--- config.mk ---
export PLATFORM = sky130hd
export DESIGN_NAME = alu_result_buffer
export DESIGN_NICKNAME = d
export VERILOG_FILES = /design/src/rtl/alu_result_buffer.sv
export SDC_FILE = /design/constraint.sdc
export NUM_CORES = 1
export LEC_CHECK = 0
export BUFFER_PORTS_ARGS = -buffer_cell sky130_fd_sc_hd__buf_2
export CAP_MARGIN = 30
export CORE_MARGIN = 10
export CORE_UTILIZATION = 45
export DETAILED_ROUTE_END_ITERATION = 8
export PLACE_DENSITY = 0.75
export SLEW_MARGIN = 20
export SYNTH_ARGS = -nofsm -noshare
export SYNTH_HDL_FRONTEND = slang
export SYNTH_SLANG_ARGS = --single-unit
--- constraint.sdc ---
create_clock -name clk -period 2.88 [get_ports clk]
set_input_delay 0.72 -clock clk [delete_from_list [all_inputs] [get_ports clk]]
set_output_delay 0.72 -clock clk [all_outputs]
set_load 0.02 [all_outputs]
--- src/rtl/alu_result_buffer.sv ---
// alu_result_buffer
//   Registered output stage behind n_bit_alu_four. It stores each ALU result
//   together with its zero flag and 4-bit opcode tag in a small first-word
//   fall-through FIFO. The oldest entry is offered to the writeback side over
//   a valid/ready handshake.
//
// Ports:
//   clk, rst_n        rising-edge clock, asynchronous active-low reset
//   in_valid/in_ready upstream handshake; in_ready = !full
//   in_result/in_zero/in_control   ALU result, zero flag, opcode
//   out_valid/out_ready            downstream handshake
//   out_result/out_zero/out_control  head entry (reads 0 while empty)
//   out_illegal       head opcode is above 4'b1010
//   count             occupancy, 0..DEPTH
//   overflow          sticky flag: a push was attempted while full
//   clear_ovf         synchronous clear of overflow (and of zero_cnt)
//
// Optional build macro ALU_ZERO_STAT_EN:
//   adds zero_cnt[15:0], a saturating count of popped entries whose zero
//   flag is set. It is cleared by clear_ovf, and the clear wins over an
//   increment in the same cycle.
module alu_result_buffer #(
  parameter int n     = 32,
  parameter int DEPTH = 4
) (
  input  logic                     clk,
  input  logic                     rst_n,
  input  logic                     in_valid,
  output logic                     in_ready,
  input  logic [n-1:0]             in_result,
  input  logic                     in_zero,
  input  logic [3:0]               in_control,
  output logic                     out_valid,
  input  logic                     out_ready,
  output logic [n-1:0]             out_result,
  output logic                     out_zero,
  output logic [3:0]               out_control,
  output logic                     out_illegal,
  output logic [$clog2(DEPTH):0]   count,
  output logic                     overflow,
  input  logic                     clear_ovf
`ifdef ALU_ZERO_STAT_EN
  ,
  output logic [15:0]              zero_cnt
`endif
);

  localparam int AW = $clog2(DEPTH);
  localparam int CW = AW + 1;
  localparam int EW = n + 5;

  logic [EW-1:0] mem [DEPTH];
  logic [AW-1:0] rd_ptr;
  logic [AW-1:0] wr_ptr;
  logic [EW-1:0] head;
  logic          full;
  logic          empty;
  logic          push;
  logic          pop;

  assign full     = (count == CW'(DEPTH));
  assign empty    = (count == '0);
  assign in_ready = !full;
  assign out_valid = !empty;

  // A full buffer refuses a push even if a pop happens in the same cycle.
  // This keeps in_ready independent of out_ready.
  assign push = in_valid && !full;
  assign pop  = out_valid && out_ready;

  // Storage is not reset. The head is masked while the buffer is empty, so
  // stale or uninitialised entries never reach the outputs.
  always_ff @(posedge clk) begin
    if (push) begin
      mem[wr_ptr] <= {in_control, in_zero, in_result};
    end
  end

  assign head        = mem[rd_ptr];
  assign out_result  = out_valid ? head[n-1:0]   : '0;
  assign out_zero    = out_valid & head[n];
  assign out_control = out_valid ? head[n+4:n+1] : 4'h0;
  assign out_illegal = (out_control > 4'b1010);

  always_ff @(posedge clk or negedge rst_n) begin
    if (!rst_n) begin
      wr_ptr <= '0;
      rd_ptr <= '0;
      count  <= '0;
    end else begin
      if (push) begin
        wr_ptr <= wr_ptr + AW'(1);
      end
      if (pop) begin
        rd_ptr <= rd_ptr + AW'(1);
      end
      if (push && !pop) begin
        count <= count + CW'(1);
      end else if (pop && !push) begin
        count <= count - CW'(1);
      end
    end
  end

  // When a drop and a clear coincide, the drop takes priority. This keeps
  // the flag from losing an event that arrived in the same cycle.
  always_ff @(posedge clk or negedge rst_n) begin
    if (!rst_n) begin
      overflow <= 1'b0;
    end else if (in_valid && full) begin
      overflow <= 1'b1;
    end else if (clear_ovf) begin
      overflow <= 1'b0;
    end
  end

`ifdef ALU_ZERO_STAT_EN
  always_ff @(posedge clk or negedge rst_n) begin
    if (!rst_n) begin
      zero_cnt <= '0;
    end else if (clear_ovf) begin
      zero_cnt <= '0;
    end else if (pop && out_zero && (zero_cnt != 16'hFFFF)) begin
      zero_cnt <= zero_cnt + 16'd1;
    end
  end
`endif

endmodule

Word level (Yosys, flattened, before mapping)
Memories as Yosys holds them, arrays and structs flattened. Cells that the tools add are included.

Bits in writable memories: 148. Register bits: 8. Memories: 1. Word-level logic and storage cells: 32. Input port bits: 42.

Add/subtract/negate cells: 4. Muxes and demuxes: 8. Order comparisons: 1. Bitwise gates (word level): 1. Equal/unequal tests: 1. Reduce and logical (&&, ||, !) cells: 12.

Memories: mem (depth 4, bits a word 37, read ports 1, clocked after memory_dff 0, wr ports 1, RTL line 52) `logic [EW-1:0] mem [DEPTH];`.

Operators with widths (count): $mux 32 (1); $mux 3 (2); $logic_and 1x1->1 (5); $add 2x1->2 const B (2); $gt 4x4->1 const B (1); $logic_not 1->1 (4); $mux 1 (4); $mux 4 (1); $reduce_bool 2->1 (2); $add 3x1->3 const B (1); $eq 3x3->1 const B (1); $logic_not 3->1 (1); $sub 3x1->3 const B (1); $and 1x1->1 (1).

Longest topological paths before layout
Depth in word-level cells: 7. Depth in mapped cells: 9. Depth with buffers taken out: 8.

Worst setup path before layout
No wires, ideal clock.

Path type: input-to-reg. From: in in_valid. To: mem mem[0][0] (netlist bit) (enable). Setup slack: 492 ps. Stages: 3. Setup time: 398 ps. Data arrival time: 1990 ps. Required time: 2482 ps. Path through: nor2b_1 -> clkbuf_1 -> and2_1.

Word-level cells in the longest chain between the ends: 3.

RTL lines: start, declared (RTL line 28) `input logic in_valid,`; $logic_and 1x1->1 (RTL line 68) `assign push = in_valid && !full;`; named net push (RTL line 58) `logic push;`; $mux 1 (RTL line 74) `if (push) begin`; $mux 1 (implied by the code) (RTL line 75) `mem[wr_ptr] <= {in_control, in_zero, in_result};`; end, declared (RTL line 52).

The timed path passes the listed nets, and every way through them passes these cells.

Final worst setup path
From: reg rd_ptr[0]. To: out out_zero.

Word-level cells in the longest chain between the ends: 2.

RTL lines: start, declared (RTL line 53) `logic [AW-1:0] rd_ptr;`; start signal, assigned (RTL line 95) `rd_ptr <= rd_ptr + AW'(1);`; $mem_v2 4x37; $and 1x1->1 (RTL line 81) `assign out_zero = out_valid & head[n];`; end, declared (RTL line 36) `output logic out_zero,`.

No other way between the ends.

==> impl_metrics.ini <==
[outcome]
status = finished, final reports clean

[setup_path]
r2r_start = count[1]
max_stage_delay_ns = 0.55
slowest_stage = dfrtp_4
timing_worst_setup_path_type = flip-flop to primary output
worstPathMaxFanout = 14
worst_setup_path_startpoint = rd_ptr[0]
arrival_ns = 2.06
end_kind = primary output
cp_top_family = flip-flops
required_ns = 2.16
cp_cell_sequence = buf_12 -> mux4_1 -> and2_1 -> buf_2
cp-start-kind = flip-flop
worst-path-buf-inv = 2

[synthesis]
synth_cells = 276
synth-seq-cells = 156
synth_nets = 324
synth.avg_cell_area_sq_um = 22.13
syn_area_sq_um = 6107
ys_types = 24
ys_seq_area_share_pct = 76.05
yosysWarningCount = 0

[final_layout]
drive_gt1_share_pct = 39.95
fillCellCount = 1049
antennaDiodeCount = 0
fin_area_sq_um = 7341
nNetsFinal = 428
final_common_cell = edfxtp_1
layout_common_cells = edfxtp_1 (148), buf_2 (85), and2_1 (37), mux4_2 (29), clkbuf_16 (17)
area_delta_synth_final_pct = 20.20
regArea_sq_um = 4652
multi_input_area_sq_um = 1335

[placed_design]
port_buffers = 85
gp_congestion = 0.7270
placed_area_sq_um = 6823
dp_hpwl_mm = 7.449

[floorplanning]
start_util_pct = 46.12
io_pins = 86
die_y_um = 136.5
core-area_sq_um = 13240
rows = 42
die_w_um = 136.5
die_area_sq_um = 18630

[sta]
clock.fmax_mhz = 359.3
rsz0062_at_grt = no
hold_violations = 0
period_share_pct = 96.63
finClkSkew_ns = 0.005670
worst_pin_slew_ns = 0.5187
slew_headroom_pct = 65.35
finalSetupViolCount = 0
tns_ns = 0
slew_viol_final = 0
final.min_clock_period_ns = 2.783

[route]
routed_wl_mm = 11.43
routed_via_density = 5.090
drt_iter0_markers = 187
first_pass_iters = 4
ant_nets = 0
num_vias = 2896
wl_per_cell_um = 20.09
route.detailed.drc = 0

[clock_tree]
cts.sinks = 156
cts_tree = yes
path_clk_slew_ns = 0.06
clockBufferDepth = 2
ctsHtreeMaxLevel = 4
postCtsSetupRepairBufs = 0
worstSkewPairLatency_ns = 0.42
numCtsBuffers = 17
root_buffer = clkbuf_16

[pwr]
irDropWorstVdd_mv = 0.5382
powerDensity_nw_per_um2 = 1111
p_leak_nw = 2.614

[global_routing]
grt_max_degree = 29
grt_overflow_total = 0
grtUsageTotal_pct = 13.17
grt_pass1_vias = 3279
antenna_found_initial = 0
grt_pass1_wl_mm = 17.95

[hold_path]
timing.hold.worst.class = input port to asynchronous set/reset pin

[run]
cap_violations = 0
## state kept, by name (all words and copies together) (netlist names)
register,flops
rd_ptr,2
count,3
wr_ptr,2
overflow,1
mem,148
## cell type report
type | count | share of cell area [%]
flip-flops and latches | 156 | 63.37
clock buffers | 20 | 5.949
repair buffers | 98 | 8.147
multi-input cells | 102 | 18.19
clock inverters | 12 | 1.091
well taps | 176 | 3.000
inverters | 5 | 0.2557
## worst register-to-register path, delay by kind of cell, from the launching register on
kind	cells	cell delay (ns)
simple gates	3	0.91
buf+inv	1	0.06
flops	1	0.42
fa+ha+maj	2	0.56
xor+xnor	2	0.32
## Yosys cell counts (all sizes together)
cell type  count  share of area [%]
xor2           2               0.29
nor3b          1               0.12
inv            5               0.31
a21oi          1              0.082
nor2           1              0.061
nor2b          2               0.20
o21ai          1              0.082
xnor2          4               0.57
nand2          2               0.12
mux4          37                 14
mux2           2               0.37
buf            8                1.5
clkbuf         5               0.31
dfrtp          8                3.3
or3            1               0.10
fa             1               0.33
nand3          1              0.082
edfxtp       148                 73
and2          41                4.2
ha             5                1.0
## what timing repair did
item	in CTS	in global routing
setup endpoints to repair	0	22
hold endpoints to repair	0	0
resized for setup	0	3
hold buffers	0	0
## kinds of logic after synthesis
logic type               after synthesis  synth area share, %
AO/OA/AOI/OAI                          2               0.1637
adder cells (fa/ha/maj)                6                1.352
multiplexers                          39                14.57
buffers and inverters                 18                2.110
AND/OR/NAND/NOR                       49                4.897
flip-flops                           156                76.05
XOR/XNOR                               6               0.8605
## metrics by stage
step,instances,power [mW],setup slack [ns],hold slack (ns),utilization [%]
after floorplan,276,5.304,0.4921,0.4244,-
after global placement,537,6.278,0.4938,0.5073,51.52
after detailed placement,537,6.340,0.4702,0.5115,51.52
after CTS,569,8.301,0.01044,0.1395,55.42
after global routing,569,8.642,0.005205,0.1426,55.43
final,569,8.152,0.09708,0.1520,55.43
## layer usage
layer | share of wire (%) | global-route usage, % | vias to the layer above
li1 | - | - | 1320
met2 | 48 | 20.42 | 73
met3 | 6.4 | 4.985 | 20
met1 | 44 | 16.14 | 1483
met5 | 0 | 0 | -
met4 | 1.4 | 5.858 | 0
## worst paths after layout
| check | endpoint | slack, ns | depth (start not counted) |
|---|---|---|---|
| min | count[2] | 0.15 | 1 |
| max | out_zero | 0.1 | 4 |
| min reg2reg | overflow | 0.52 | 2 |
| min in group clk | overflow | 0.49 | 2 |
| max reg2reg | count[2] | 0.53 | 8 |
| max in group asynchronous | rd_ptr[1] | 2.51 | 1 |
## report_power, final
group	internal, mW	total, mW	switching, mW	leakage [nW]
logic	1.32	2.96	1.63	0.913
clock network	1.16	1.94	0.782	0.252
registers	3.02	3.25	0.234	1.45
(Power assumes the default switching activity.)
